==> src/rtl/sap_pkg.sv <==
// Shared definitions for the SAP program-counter datapath.
// Holds the default address and bus widths, the program-counter operation
// enum and the priority decode that turns raw control lines into one op.
package sap_pkg;

   localparam int SAP_ADDR_WIDTH = 4;
   localparam int SAP_BUS_WIDTH  = 8;

   typedef enum logic [2:0] {
      PC_HOLD,
      PC_INC,
      PC_LOAD,
      PC_CALL,
      PC_RET
   } pc_op_e;

   // Only one operation is ever executed per edge; ret wins over call,
   // call over load, load over increment.
   function automatic pc_op_e decode_op(input logic ret,
                                        input logic call,
                                        input logic load,
                                        input logic increment);
      pc_op_e op;
      if (ret)
         op = PC_RET;
      else if (call)
         op = PC_CALL;
      else if (load)
         op = PC_LOAD;
      else if (increment)
         op = PC_INC;
      else
         op = PC_HOLD;
      return op;
   endfunction

endpackage

==> src/rtl/pc_return_stack.sv <==
// Return-address LIFO for the program counter.
// Ports:
//   clock  - state updates on the falling edge
//   reset  - synchronous active-high, clears the occupancy count only
//   push   - write din as the new top entry (caller guarantees not full)
//   pop    - discard the top entry (caller guarantees not empty)
//   din    - return address to push
//   dout   - current top entry (undefined content when empty)
//   empty  - no entries held
//   full   - DEPTH entries held
module pc_return_stack #(
   parameter int DEPTH = 4,
   parameter int WIDTH = 4
) (
   input  logic             clock,
   input  logic             reset,
   input  logic             push,
   input  logic             pop,
   input  logic [WIDTH-1:0] din,
   output logic [WIDTH-1:0] dout,
   output logic             empty,
   output logic             full
);

   localparam int CNT_W = $clog2(DEPTH + 1);
   localparam int IDX_W = (DEPTH > 1) ? $clog2(DEPTH) : 1;

   if (DEPTH < 1) begin : g_depth_check
      $error("pc_return_stack: DEPTH must be at least 1");
   end

   logic [WIDTH-1:0] mem [DEPTH];
   logic [CNT_W-1:0] count;
   logic [IDX_W-1:0] top_idx;
   logic [IDX_W-1:0] wr_idx;

   // count points one past the top; when count is 0 top_idx is don't-care.
   assign top_idx = IDX_W'(count - CNT_W'(1));
   assign wr_idx  = IDX_W'(count);

   assign dout  = mem[top_idx];
   assign empty = (count == '0);
   assign full  = (count == CNT_W'(DEPTH));

   always_ff @(negedge clock) begin
      if (reset) begin
         count <= '0;
      end else if (push) begin
         count <= count + CNT_W'(1);
      end else if (pop) begin
         count <= count - CNT_W'(1);
      end
   end

   // Entries are left intact on reset; only the count defines validity.
   always_ff @(negedge clock) begin
      if (!reset && push) begin
         mem[wr_idx] <= din;
      end
   end

endmodule

==> src/rtl/pc_sequencer.sv <==
// Program counter with call/return stack for the SAP datapath.
// Ports:
//   clock          - all state updates on the falling edge
//   reset          - synchronous active-high, overrides every command
//   output_to_bus  - Ep, register the current address onto bus_out
//   increment      - Cp, advance the address
//   load           - Lp, jump to bus_in[ADDR_WIDTH-1:0]
//   call           - push address+1, jump to bus_in[ADDR_WIDTH-1:0]
//   ret            - pop the return address into the counter
//   bus_in         - W-bus value used by load and call
//   bus_out        - registered zero-extended address (0 when not driving)
//   bus_oe         - registered drive enable for the top-level tri-state
//   address        - current program counter
//   stack_empty    - no return addresses held
//   stack_full     - STACK_DEPTH return addresses held
//   wrapped        - one-cycle pulse after an increment rolls over to 0
//   stack_error    - sticky overflow/underflow flag, cleared by reset
module pc_sequencer
   import sap_pkg::*;
#(
   parameter int ADDR_WIDTH  = SAP_ADDR_WIDTH,
   parameter int BUS_WIDTH   = SAP_BUS_WIDTH,
   parameter int STACK_DEPTH = 4
) (
   input  logic                  clock,
   input  logic                  reset,
   input  logic                  output_to_bus,
   input  logic                  increment,
   input  logic                  load,
   input  logic                  call,
   input  logic                  ret,
   input  logic [BUS_WIDTH-1:0]  bus_in,
   output logic [BUS_WIDTH-1:0]  bus_out,
   output logic                  bus_oe,
   output logic [ADDR_WIDTH-1:0] address,
   output logic                  stack_empty,
   output logic                  stack_full,
   output logic                  wrapped,
   output logic                  stack_error
);

   if (BUS_WIDTH < ADDR_WIDTH) begin : g_width_check
      $error("pc_sequencer: BUS_WIDTH must be >= ADDR_WIDTH");
   end

   pc_op_e                op;
   logic [ADDR_WIDTH-1:0] address_nxt;
   logic [ADDR_WIDTH-1:0] bus_addr;
   logic [ADDR_WIDTH-1:0] ret_addr;
   logic [ADDR_WIDTH-1:0] stack_top;
   logic                  wrapped_nxt;
   logic                  err_set;
   logic                  push;
   logic                  pop;
   logic                  bus_unused;

   // Bits above the address width carry no meaning for the counter.
   assign bus_addr   = bus_in[ADDR_WIDTH-1:0];
   assign bus_unused = &{1'b0, bus_in};

   assign op       = decode_op(ret, call, load, increment);
   assign ret_addr = address + ADDR_WIDTH'(1);

   always_comb begin
      address_nxt = address;
      wrapped_nxt = 1'b0;
      err_set     = 1'b0;
      push        = 1'b0;
      pop         = 1'b0;
      unique case (op)
         PC_INC: begin
            address_nxt = address + ADDR_WIDTH'(1);
            wrapped_nxt = &address;
         end
         PC_LOAD: begin
            address_nxt = bus_addr;
         end
         PC_CALL: begin
            if (stack_full) begin
               err_set = 1'b1;
            end else begin
               push        = 1'b1;
               address_nxt = bus_addr;
            end
         end
         PC_RET: begin
            if (stack_empty) begin
               err_set = 1'b1;
            end else begin
               pop         = 1'b1;
               address_nxt = stack_top;
            end
         end
         default: ;
      endcase
   end

   always_ff @(negedge clock) begin
      if (reset) begin
         address     <= '0;
         bus_out     <= '0;
         bus_oe      <= 1'b0;
         wrapped     <= 1'b0;
         stack_error <= 1'b0;
      end else begin
         address     <= address_nxt;
         // Bus shows the address as it was before this edge's update.
         bus_out     <= output_to_bus ? BUS_WIDTH'(address) : '0;
         bus_oe      <= output_to_bus;
         wrapped     <= wrapped_nxt;
         stack_error <= stack_error | err_set;
      end
   end

   pc_return_stack #(
      .DEPTH (STACK_DEPTH),
      .WIDTH (ADDR_WIDTH)
   ) u_stack (
      .clock (clock),
      .reset (reset),
      .push  (push),
      .pop   (pop),
      .din   (ret_addr),
      .dout  (stack_top),
      .empty (stack_empty),
      .full  (stack_full)
   );

endmodule

==> config.mk <==
export PLATFORM = sky130hd
export DESIGN_NAME = pc_sequencer
export DESIGN_NICKNAME = d
export VERILOG_FILES = /design/src/rtl/sap_pkg.sv /design/src/rtl/pc_return_stack.sv /design/src/rtl/pc_sequencer.sv
export SDC_FILE = /design/constraint.sdc
export NUM_CORES = 1
export LEC_CHECK = 0
export CAP_MARGIN = 25
export CELL_PAD_IN_SITES_DETAIL_PLACEMENT = 0
export CELL_PAD_IN_SITES_GLOBAL_PLACEMENT = 1
export CORE_MARGIN = 4
export CORE_UTILIZATION = 42
export CTS_BUF_LIST = sky130_fd_sc_hd__clkbuf_8
export CTS_CLUSTER_SIZE = 12
export DETAILED_ROUTE_END_ITERATION = 8
export DONT_BUFFER_PORTS = 1
export PLACE_DENSITY = 0.76
export SYNTH_ARGS = -nofsm -noshare
export SYNTH_HDL_FRONTEND = slang
export SYNTH_HIERARCHICAL = 1
export SYNTH_SLANG_ARGS = --single-unit
==> constraint.sdc <==
create_clock -name clock -period 3.85 [get_ports clock]
set_clock_uncertainty 0.1 [all_clocks]
set_input_delay 0.5775 -clock clock [delete_from_list [all_inputs] [get_ports clock]]
set_output_delay 0.5775 -clock clock [all_outputs]
set_load 0.1 [all_outputs]
# [Word level (Yosys, flattened, before mapping)]
# Memories as Yosys holds them, arrays and structs flattened.
# Index checks and enable logic that the tools add are counted.
[word_totals] inputBits=15 elab_cells=48 memories=1 ram_bits=16 ff_bits=18 output_inout_bits=17
[memory_table] name="u_stack.mem" depth=4 width=4 read_ports=1 rd_ports_with_merged_regs=0 wr=1 line="pc_return_stack.sv:32" rtl="logic [WIDTH-1:0] mem [DEPTH];"
[op_classes] muxes=18 n_eq_ne=7 addsub=3 bitwise=3 reduce_logical=9
[ops] cell="$pmux W4 S4" count=1
[ops] cell="$mux W1" count=9
[ops] cell="$mux W3" count=3
[ops] cell="$mux W4" count=2
[ops] cell="$eq A3 B2 Y1 const B" count=2
[ops] cell="$eq A3 B3 Y1 const B" count=2
[ops] cell="$add A4 B1 Y4 const B" count=1
[ops] cell="$mux W2" count=2
[ops] cell="$ne A2 B2 Y1 const B" count=2
[ops] cell="$reduce_and A4 Y1" count=1
[ops] cell="$reduce_bool A4 Y1" count=1
[ops] cell="$reduce_or A2 Y1" count=2
[ops] cell="$add A3 B1 Y3 const B" count=1
[ops] cell="$eq A3 B1 Y1 const B" count=1
[ops] cell="$logic_not A3 Y1" count=1
[ops] cell="$reduce_and A3 Y1" count=1
[ops] cell="$sub A3 B1 Y3 const B" count=1
[ops] cell="$not A1 Y1" count=2
[ops] cell="$pmux W1 S2" count=1
[ops] cell="$reduce_bool A2 Y1" count=1
[ops] cell="$logic_and A1 B1 Y1" count=1
[ops] cell="$logic_not A1 Y1" count=1
[ops] cell="$or A1 B1 Y1" count=1

# [Depth between registers and ports, before layout]
[depth] word_depth=9 depth_mapped=8 depth_no_buf=7

# [Hierarchy]
# Netlist, hierarchy kept.
[by_module_without_submodules] module="pc_return_stack" seq_area_each_um2=540.5 instances=1 area_each_um2=864.6 cells_per_inst=52
[by_module_without_submodules] module="pc_sequencer" seq_area_each_um2=220.2 instances=1 area_each_um2=561.8 cells_per_inst=67

==> impl_metrics.py <==
metrics = {
    "run_status": {
        "status": "finished, final reports clean",
    },
    "critical_path": {
        "cp-end-kind": "primary output",
        "crit_chain": "inv_4 -> ha_4 -> ha_4 -> buf_12",
        "ff2ff_setup_slack_ns": 1.82,
        "crit_slowest_cell": "dfxtp_2",
        "timing.critical_path.from": "u_stack/count[1]$_SDFFE_NP0P_",
        "r2r-start": "u_stack/count[1]$_SDFFE_NP0P_",
        "setup.worst_path.class": "reg -> out",
        "start_kind": "flip-flop",
        "path_common_cell": "ha_4",
        "worst-path-buf-inv": 2,
        "r2r_end": "u_stack/mem[0][2]$_DFFE_NP_",
        "reg2regPathDepth": 6,
        "crit_required_ns": 3.17,
        "arrival_ns": 3.17,
        "path_delay_family": "flip-flops",
        "critPathMaxFanout": 3,
        "max_stage_delay_ns": 0.35,
    },
    "global_route": {
        "met2_usage_pct": 26.1,
        "grt_usage_pct": 15.9,
        "grt_remaining_overflow": 0,
        "grt_pass1_wl_mm": 5.02,
        "busiest_layer": "met2",
        "grt.met1_usage_pct": 15.5,
        "grt_max_degree": 13,
        "met3_usage_pct": 9.35,
        "grt_pass1_vias": 1150,
        "antenna_found_initial": 0,
    },
    "clock_tree": {
        "htreeDepth": 2,
        "clk_path_buf_depth": 2,
        "cts_buffers": 5,
        "cts.sinks": 30,
        "cts_tree": "built",
        "insertion_delay_ns": 0.35,
        "cts_root_buf": "clkbuf_8",
        "clk_pin_slew_ns": 0.05,
    },
    "final_layout": {
        "final_cells": 213,
        "nNetsFinal": 190,
        "layout_commonest_cell": "inv_1",
        "regArea_um2": 763,
        "n_fill_cell": 297,
        "syn_to_final_growth_pct": 29.6,
        "final_cell_mix": "inv_1 (35), buf_4 (17), edfxtp_1 (16)",
        "drive_gt1_share_pct": 24.9,
        "multi_input_area_um2": 636,
        "diodes": 0,
    },
    "hold_path": {
        "worstHoldStart": "stack_error$_SDFF_NP0_",
        "min_delay_path_depth": 2,
        "hold_class": "reg -> reg",
        "min_to": "stack_error$_SDFF_NP0_",
    },
    "job": {
        "drv_cap": 0,
    },
    "sta": {
        "drv_slew": 0,
        "hold_slack_ns": 0.374,
        "rsz0062_at_grt": "yes",
        "report.final.setup_viol": 0,
        "hold_viol_final": 0,
    },
    "detailed_routing": {
        "drc_errors": 0,
        "viasPerCell": 4.97,
        "firstDrtPassIters": 4,
        "route.antenna.remaining_nets": 0,
        "wl_mm": 2.99,
        "drtIter0Drc": 53,
        "vias": 1058,
        "wl_per_cell_um": 14.1,
    },
    "synthesis": {
        "synth_warnings": 6,
        "synth-edff-count": 16,
        "async_flop_share_pct": 0,
        "syn_area_mm2": 0.00143,
        "synth-seq-area-share_pct": 53.3,
        "ys_ff_latch": 30,
        "ys.flop_type": "edfxtp_1",
        "ys_types": 39,
        "syn-instance-count": 119,
        "avgSynthCellArea_um2": 12.0,
    },
    "placed_design": {
        "gp_congestion": 0.799,
        "dp_hpwl_mm": 2.12,
        "dp_cells": 173,
        "io_buffers": 0,
    },
    "power": {
        "power_mw": 1.26,
        "p_per_area_mw_per_mm2": 681,
        "leakagePower_nw": 0.836,
        "ir_drop_v": 0.000354,
    },
    "die": {
        "fp.dieH_um": 66.3,
        "core-area_mm2": 0.00315,
        "die-area_mm2": 0.00439,
        "rows": 20,
        "initial_core_util_pct": 45.2,
        "chipWidth_um": 66.3,
        "ios": 32,
    },
}
[sequential cells by signal, indices dropped and copies added (netlist names)]
signal         count
u_stack/count      3
wrapped            1
bus_oe             1
stack_error        1
u_stack/mem       16
address            4
bus_out            4
[synth_stat cells (3+ instances only)]
cell	number	area [um2]
buf_4	4	30.0
o21ai_1	3	15.0
o21a_1	3	22.5
and2_1	9	56.3
nand2_1	4	15.0
nor2_1	4	15.0
edfxtp_1	16	480
nor3_1	5	25.0
mux4_2	4	90.1
ha_1	7	87.6
a21oi_1	5	25.0
dfxtp_1	14	280
o21ai_0	3	15.0
inv_1	8	30.0
[area by class of cell]
type,count,share of cell area [%]
clock buffers,5,3.72
clock inverters,33,8.19
inverters,6,1.49
repair buffers,18,7.98
flip-flops and latches,30,41.3
well taps,44,2.98
multi-input cells,77,34.4
[worst reg2reg max path: cells and delay by family, from the launching register on]
family | cells | cell delay [ns]
DFF | 1 | 0.35
and+or+nand+nor | 4 | 1.05
adders and majority gates | 1 | 0.15
buffers and inverters | 1 | 0.06
[timing repair]
action	CTS	global route
hold buffers	0	0
gates resized for setup	10	2
endpoints found under the setup margin	2	2
buffers inserted	3	1
[logic make-up after synthesis]
| family | after synthesis | share of synthesized area, % |
|---|---|---|
| buf+inv | 15 | 5.70 |
| mux | 6 | 8.16 |
| compound gates | 21 | 9.47 |
| flops | 30 | 53.3 |
| simple gates | 37 | 15.7 |
| fa+ha+maj | 7 | 6.14 |
| other cells | 1 | 0.263 |
| xor+xnor | 2 | 1.23 |
[where the power goes]
part | leakage [nW] | internal (mW) | switching [mW]
combinational | 0.360 | 0.153 | 0.291
sequential | 0.261 | 0.379 | 0.0127
clock | 0.215 | 0.230 | 0.193
total | 0.836 | 0.762 | 0.497
[routing by layer]
layer  vias up  wire [um]  share of wire [%]
met5         -          0                  0
met4         0         36                1.2
met3         4        275                9.2
met2        44       1550                 52
met1       494       1130                 38
li1        516          -                  -
[worst max-delay path by stage]
| stage | endpoint | slack, ns | cells past startpoint |
|---|---|---|---|
| after floorplan | stack_empty | 0.004 | 4 |
| after global placement | stack_full | 0.18 | 3 |
| after detailed placement | u_stack/mem[0][2]$_DFFE_NP_ | 0.16 | 3 |
| after CTS | stack_full | 0.007 | 3 |
| after global routing | stack_empty | -0.05 | 4 |
| final | stack_empty | 0.003 | 4 |
[metrics by stage]
| step | util (%) | area (um2) | worst slack [ns] | TNS [ns] |
|---|---|---|---|---|
| after floorplan | - | 1440 | 0.00405 | 0 |
| after global placement | 49.6 | 1560 | 0.175 | 0 |
| after detailed placement | 49.6 | 1560 | 0.161 | 0 |
| after CTS | 58.3 | 1840 | 0.00706 | 0 |
| after global routing | 58.7 | 1850 | -0.0493 | -0.0729 |
| final | 58.7 | 1850 | 0.00305 | 0 |
Power figures use the tool's default switching activity.
==> RTL change 1 (same flow settings) <==
`SAP_ADDR_WIDTH`: 4 -> 3.
--- a/src/rtl/sap_pkg.sv
+++ b/src/rtl/sap_pkg.sv
@@ -3,7 +3,7 @@
 // enum and the priority decode that turns raw control lines into one op.
 package sap_pkg;
 
-   localparam int SAP_ADDR_WIDTH = 4;
+   localparam int SAP_ADDR_WIDTH = 3;
    localparam int SAP_BUS_WIDTH  = 8;
 
    typedef enum logic [2:0] {
Interface: changed (resized address); port bits go from 32 to 31. The function was not compared with the original's and may differ.
==> RTL change 1 against the original RTL <==
Routed wire length down 18%. Highest routed layer unchanged. Critical path depth down 1. Clock power down 41%. Combinational power down 14%. Worst setup slack better by 0.0091 ns. Utilization down 4.2 points. Total power down 24%. Sequential cell count down 6. Largest power group unchanged. Synthesized area down 15%. Design area down 19%. Final cell count down 21%.
==> RTL change 1: results (changes against the original RTL) <==
* Sw frac at 43.1% (was 39.5%)
* PostCTS Resize Cnt at 12 (was 10)
* Synth top area cells: edfxtp_1, dfxtp_1, ha_1, mux4_2, and2_1 (was edfxtp_1, dfxtp_1, mux4_2, ha_1, and2_1)
* GRT Util Overall at 14.1% (was 15.9%)
* Seq/Total Area, Yosys at 49.4% (was 53.3%)
* Max VDD drop at 0.000506 V (was 0.000354 V)
* Wire length per cell at 14.5 µm (was 14.1 µm)
* Hold path cells at 1 (was 2)
* Share of cells above drive strength 1 at 23.4% (was 24.9%)
* RD Place Congestion at 0.743 (was 0.799)
* Max reg flops at 12 (was 16)
* First-pass GRT wire length at 3920 µm (was 5020 µm)
* RR Endpoint: u_stack/count[1]$_SDFFE_NP0P_ (was u_stack/mem[0][2]$_DFFE_NP_)
* Leak pwr at 0.669 nW (was 0.836 nW)
* DR iter-0 viols at 18 (was 53)
* Hold WS at 0.358 ns (was 0.374 ns)
* Placed cells at 141 (was 173)
* Most instantiated cells after synthesis: dfxtp_1, edfxtp_1, and2_1, ha_1, inv_1 (was edfxtp_1, dfxtp_1, and2_1, inv_1, ha_1)
* Number of synthesized flops with an enable pin at 12 (was 16)
* Yosys cell types at 31 (was 39)
* Post-Place Setup Slack at 0.107 ns (was 0.161 ns)
* Clock group power at 0.250 mW (was 0.423 mW)
* Comb. pwr at 0.382 mW (was 0.445 mW)
* CP top delay family: adder cells (was flip-flops)
* Final nets at 161 (was 190)
* WL met2 at 1300 µm (was 1550 µm)
* Syn Area/Cell at 12.0 µm² (about the same)
* Sw Pwr at 0.411 mW (was 0.497 mW)
* CP max-delay cell: ha_4 (was dfxtp_2)
* Met3 WL at 206 µm (was 275 µm)
* Post-CTS setup buffers at 1 (was 3)
* Hpwl dp at 1810 µm (was 2120 µm)
* Pin count of the biggest net entering global routing at 15 (was 13)
* Status: finished, final reports clean (unchanged)
* H-tree lvl count at 1 (was 2)
* Clock buffer count from CTS at 3 (was 5)
## RTL change 1: area by class of cell
class / count / area (µm²)
Clock buffer: 3 / 41.3
Tap cell: 31 / 38.8
Multi-Input combinational cell: 65 / 576
Timing Repair Buffer: 14 / 118
Fill cell: 254 / 1260
Inverter: 6 / 27.5
Sequential cell: 24 / 603
Clock inverter: 25 / 96.3
## RTL change 1: layer usage
layer / vias up / GRT usage, %
met1: 388 / 14.1
met3: 2 / 7.23
met4: 0 / 4.55
li1: 424 / -
met2: 31 / 25.3
met5: - / 0
## RTL change 1: worst reg2reg max path: stages, from the launching register on
cell and delay [ns]:
dfxtp_2 0.34, inv_4 0.05, ha_4 0.17, ha_4 0.26, nor2b_1 0.38, or3b_1 0.38
a31oi_1 0.22
## RTL change 1: logic make-up after synthesis
kind of cell,synth area share [%]
fa+ha+maj,8.23
compound gates,8.03
mux,9.26
flops,49.4
other cells,0.308
simple gates,17.0
buf+inv,7.82
==> RTL change 2 (same settings) <==
Without the edit above. Make the reset (`reset`) asynchronous in 2 clocked blocks.
--- a/src/rtl/pc_return_stack.sv
+++ b/src/rtl/pc_return_stack.sv
@@ -42,7 +42,7 @@
    assign empty = (count == '0);
    assign full  = (count == CNT_W'(DEPTH));
 
-   always_ff @(negedge clock) begin
+   always_ff @(negedge clock or posedge reset) begin
       if (reset) begin
          count <= '0;
       end else if (push) begin
--- a/src/rtl/pc_sequencer.sv
+++ b/src/rtl/pc_sequencer.sv
@@ -95,7 +95,7 @@
       endcase
    end
 
-   always_ff @(negedge clock) begin
+   always_ff @(negedge clock or posedge reset) begin
       if (reset) begin
          address     <= '0;
          bus_out     <= '0;
Behaviour: differs if reset is asserted again (counterexample within 4 cycles, from zero or initial values and one cycle with reset high); with reset held inactive, the same outputs for 10 cycles.
==> RTL change 2 against the original RTL <==
The run now ends with negative setup slack left. Design area fell by 2.3%. Routed wire length fell by 1.9%. Synthesized area fell by 0.88%. Sequential cell count did not move. Worst setup slack got worse by 0.091 ns. Total power rose by 36%. Non-clock buffer count rose by 1. Global-route usage fell by 1.2 points. Critical path type unchanged.
==> RTL change 2: results (changes against the original RTL) <==
* Worst Tran Pin Value at 0.966 ns
* First-pass GRT wire length at 4730 µm (was 5020 µm)
* H-tree lvl count at 2 (unchanged)
* Share of cells above drive strength 1 at 26.6% (was 24.9%)
* Final nets at 164 (was 190)
* Status: finished, violations left (was finished, final reports clean)
* Wire length per cell at 15.7 µm (was 14.1 µm)
* Crit path DAT at 3.26 ns (was 3.17 ns)
* Initial antenna violation count at 0 (unchanged)
* Vias at 940 (was 1,058)
* Synth top area cells: edfxtp_1, dfrtn_1, mux4_2, ha_1, and2_1 (was edfxtp_1, dfxtp_1, mux4_2, ha_1, and2_1)
* Hpwl dp at 2130 µm (was 2120 µm)
* Mapped Cells at 104 (was 119)
* Antenna cells at 0 (unchanged)
* DR iter-0 viols at 34 (was 53)
* Clock root cell: clkbuf_8 (unchanged)
* Leak pwr at 0.803 nW (was 0.836 nW)
* CP Max Fanout at 2 (was 3)
* Final WS setup at -0.0883 ns (was 0.00305 ns)
* Fillers at 263 (was 297)
* Worst hold path type: reg2reg (unchanged)
* Clk slew on worst S/H paths at 0.05 ns (about the same)
* IO buf count at 0 (unchanged)
* Synth Warn # at 6 (unchanged)
* Async SR Flop Fraction at 46.7% (was 0%)
* Clock buffer count from CTS at 5 (unchanged)
* Vias in the first global route at 985 (was 1,150)
* Failing checks: negative setup slack
* Max VDD drop at 0.000442 V (was 0.000354 V)
* Worst-case clock buffer depth at 2 (unchanged)
* Yosys cell types at 34 (was 39)
* Top_reg_cell synth: edfxtp_1 (unchanged)
* GRT Util Overall at 14.7% (was 15.9%)
* Number of synthesized flops with an enable pin at 16 (unchanged)
* Most instantiated cells after synthesis: edfxtp_1, dfrtn_1, and2_1, ha_1, inv_1 (was edfxtp_1, dfxtp_1, and2_1, inv_1, ha_1)
* Biggest registers after layout: u_stack/mem (16), address (4), bus_out (4) (unchanged)
* Latest clock arrival within the worst-skew pair at 0.35 ns (about the same)
* Placed cell areas at 0.00161 mm² (was 0.00156 mm²)
* Pin count of the biggest net entering global routing at 15 (was 13)
* Sw Pwr at 0.799 mW (was 0.497 mW)
* Seq/Total Area, Yosys at 58.8% (was 53.3%)
* Drt first pass iters at 4 (unchanged)
* RD Place Congestion at 0.773 (was 0.799)
* Setup violations, final at 3 (was 0)
* Post-Route WL at 2940 µm (was 2990 µm)
[RTL change 2: cell types whose count changed in the layout (fill, tap and decap cells not counted), moves of 3 or more]
cell and change:
dfrtn_1 +14, nor3_1 -4, dfxtp_1 -12, o21ai_1 -3
inv_1 -13, mux2i_1 +3, a21oi_1 -3
[RTL change 2: metal layers]
metal	global-route usage [%]	routed length, µm	vias up
li1	-	-	440
met1	18.4	1150	467
met2	23.7	1550	29
met3	4.93	199	4
met4	5.08	33	0
met5	0	0	-
[RTL change 2: power by group through the flow]
stage / Sequential (mW) / Combinational [mW] / Clock (mW)
after floorplan: 0.742 / 0.391 / 0.0266
after detailed placement: 0.540 / 0.809 / 0.0266
final: 0.539 / 0.878 / 0.299
after global routing: 0.547 / 0.936 / 0.345
after CTS: 0.538 / 0.832 / 0.305
after global placement: 0.536 / 0.787 / 0.0266
[RTL change 2: timing repair]
action                                  4_1_cts  5_1_grt
gates resized for setup                       5        3
endpoints found under the setup margin        3        3
pin swaps                                     0        1
buffers inserted                              0        3
[RTL change 2: stage by stage]
step	TNS [ns]	utilization (%)	setup slack [ns]	hold slack, ns
after global placement	0	51.4	0.109	0.326
after CTS	-0.105	56.3	-0.0894	0.329
after detailed placement	0	51.4	0.0906	0.329
after global routing	-0.226	57.8	-0.112	0.379
after floorplan	-0.00981	-	-0.00981	0.390
final	-0.111	57.8	-0.0883	0.327
[RTL change 2: kinds of logic after synthesis]
family	after synthesis	synth area share, %
DFF	30	58.8
xor gates and xnor gates	3	1.86
buffers and inverters	13	5.04
other	1	0.265
and+or+nand+nor	28	11.4
adders and majority gates	7	6.19
muxes	8	9.56
AOI/OAI and AO/OA	14	6.90
[RTL change 2: path summary, 6_finish.rpt]
| kind | startpoint | end | slack, ns | cells after the start |
|---|---|---|---|---|
| min reg2reg | stack_error$_DFF_NP0_ | stack_error$_DFF_NP0_ | 0.33 | 1 |
| min | stack_error$_DFF_NP0_ | stack_error$_DFF_NP0_ | 0.33 | 1 |
| min in group asynchronous | reset | u_stack/count[1]$_DFFE_NP0P_ | 1.75 | 1 |
| max in group asynchronous | reset | address[3]$_DFFE_NP0P_ | 1.42 | 1 |
| max | address[1]$_DFFE_NP0P_ | address[1] | -0.09 | 0 |
| max reg2reg | address[1]$_DFFE_NP0P_ | address[2]$_DFFE_NP0P_ | 1.56 | 6 |
[RTL change 2: area by class of cell]
class	instances	area, µm²	share of cell area, %
inverter	6	22.5	1.25
clock buffer	5	68.8	3.81
multi-input combinational	64	574	31.8
sequential	30	831	46.0
clock inverter	19	75.1	4.16
timing repair buffer	19	180	9.97
tap	44	55.1	3.05
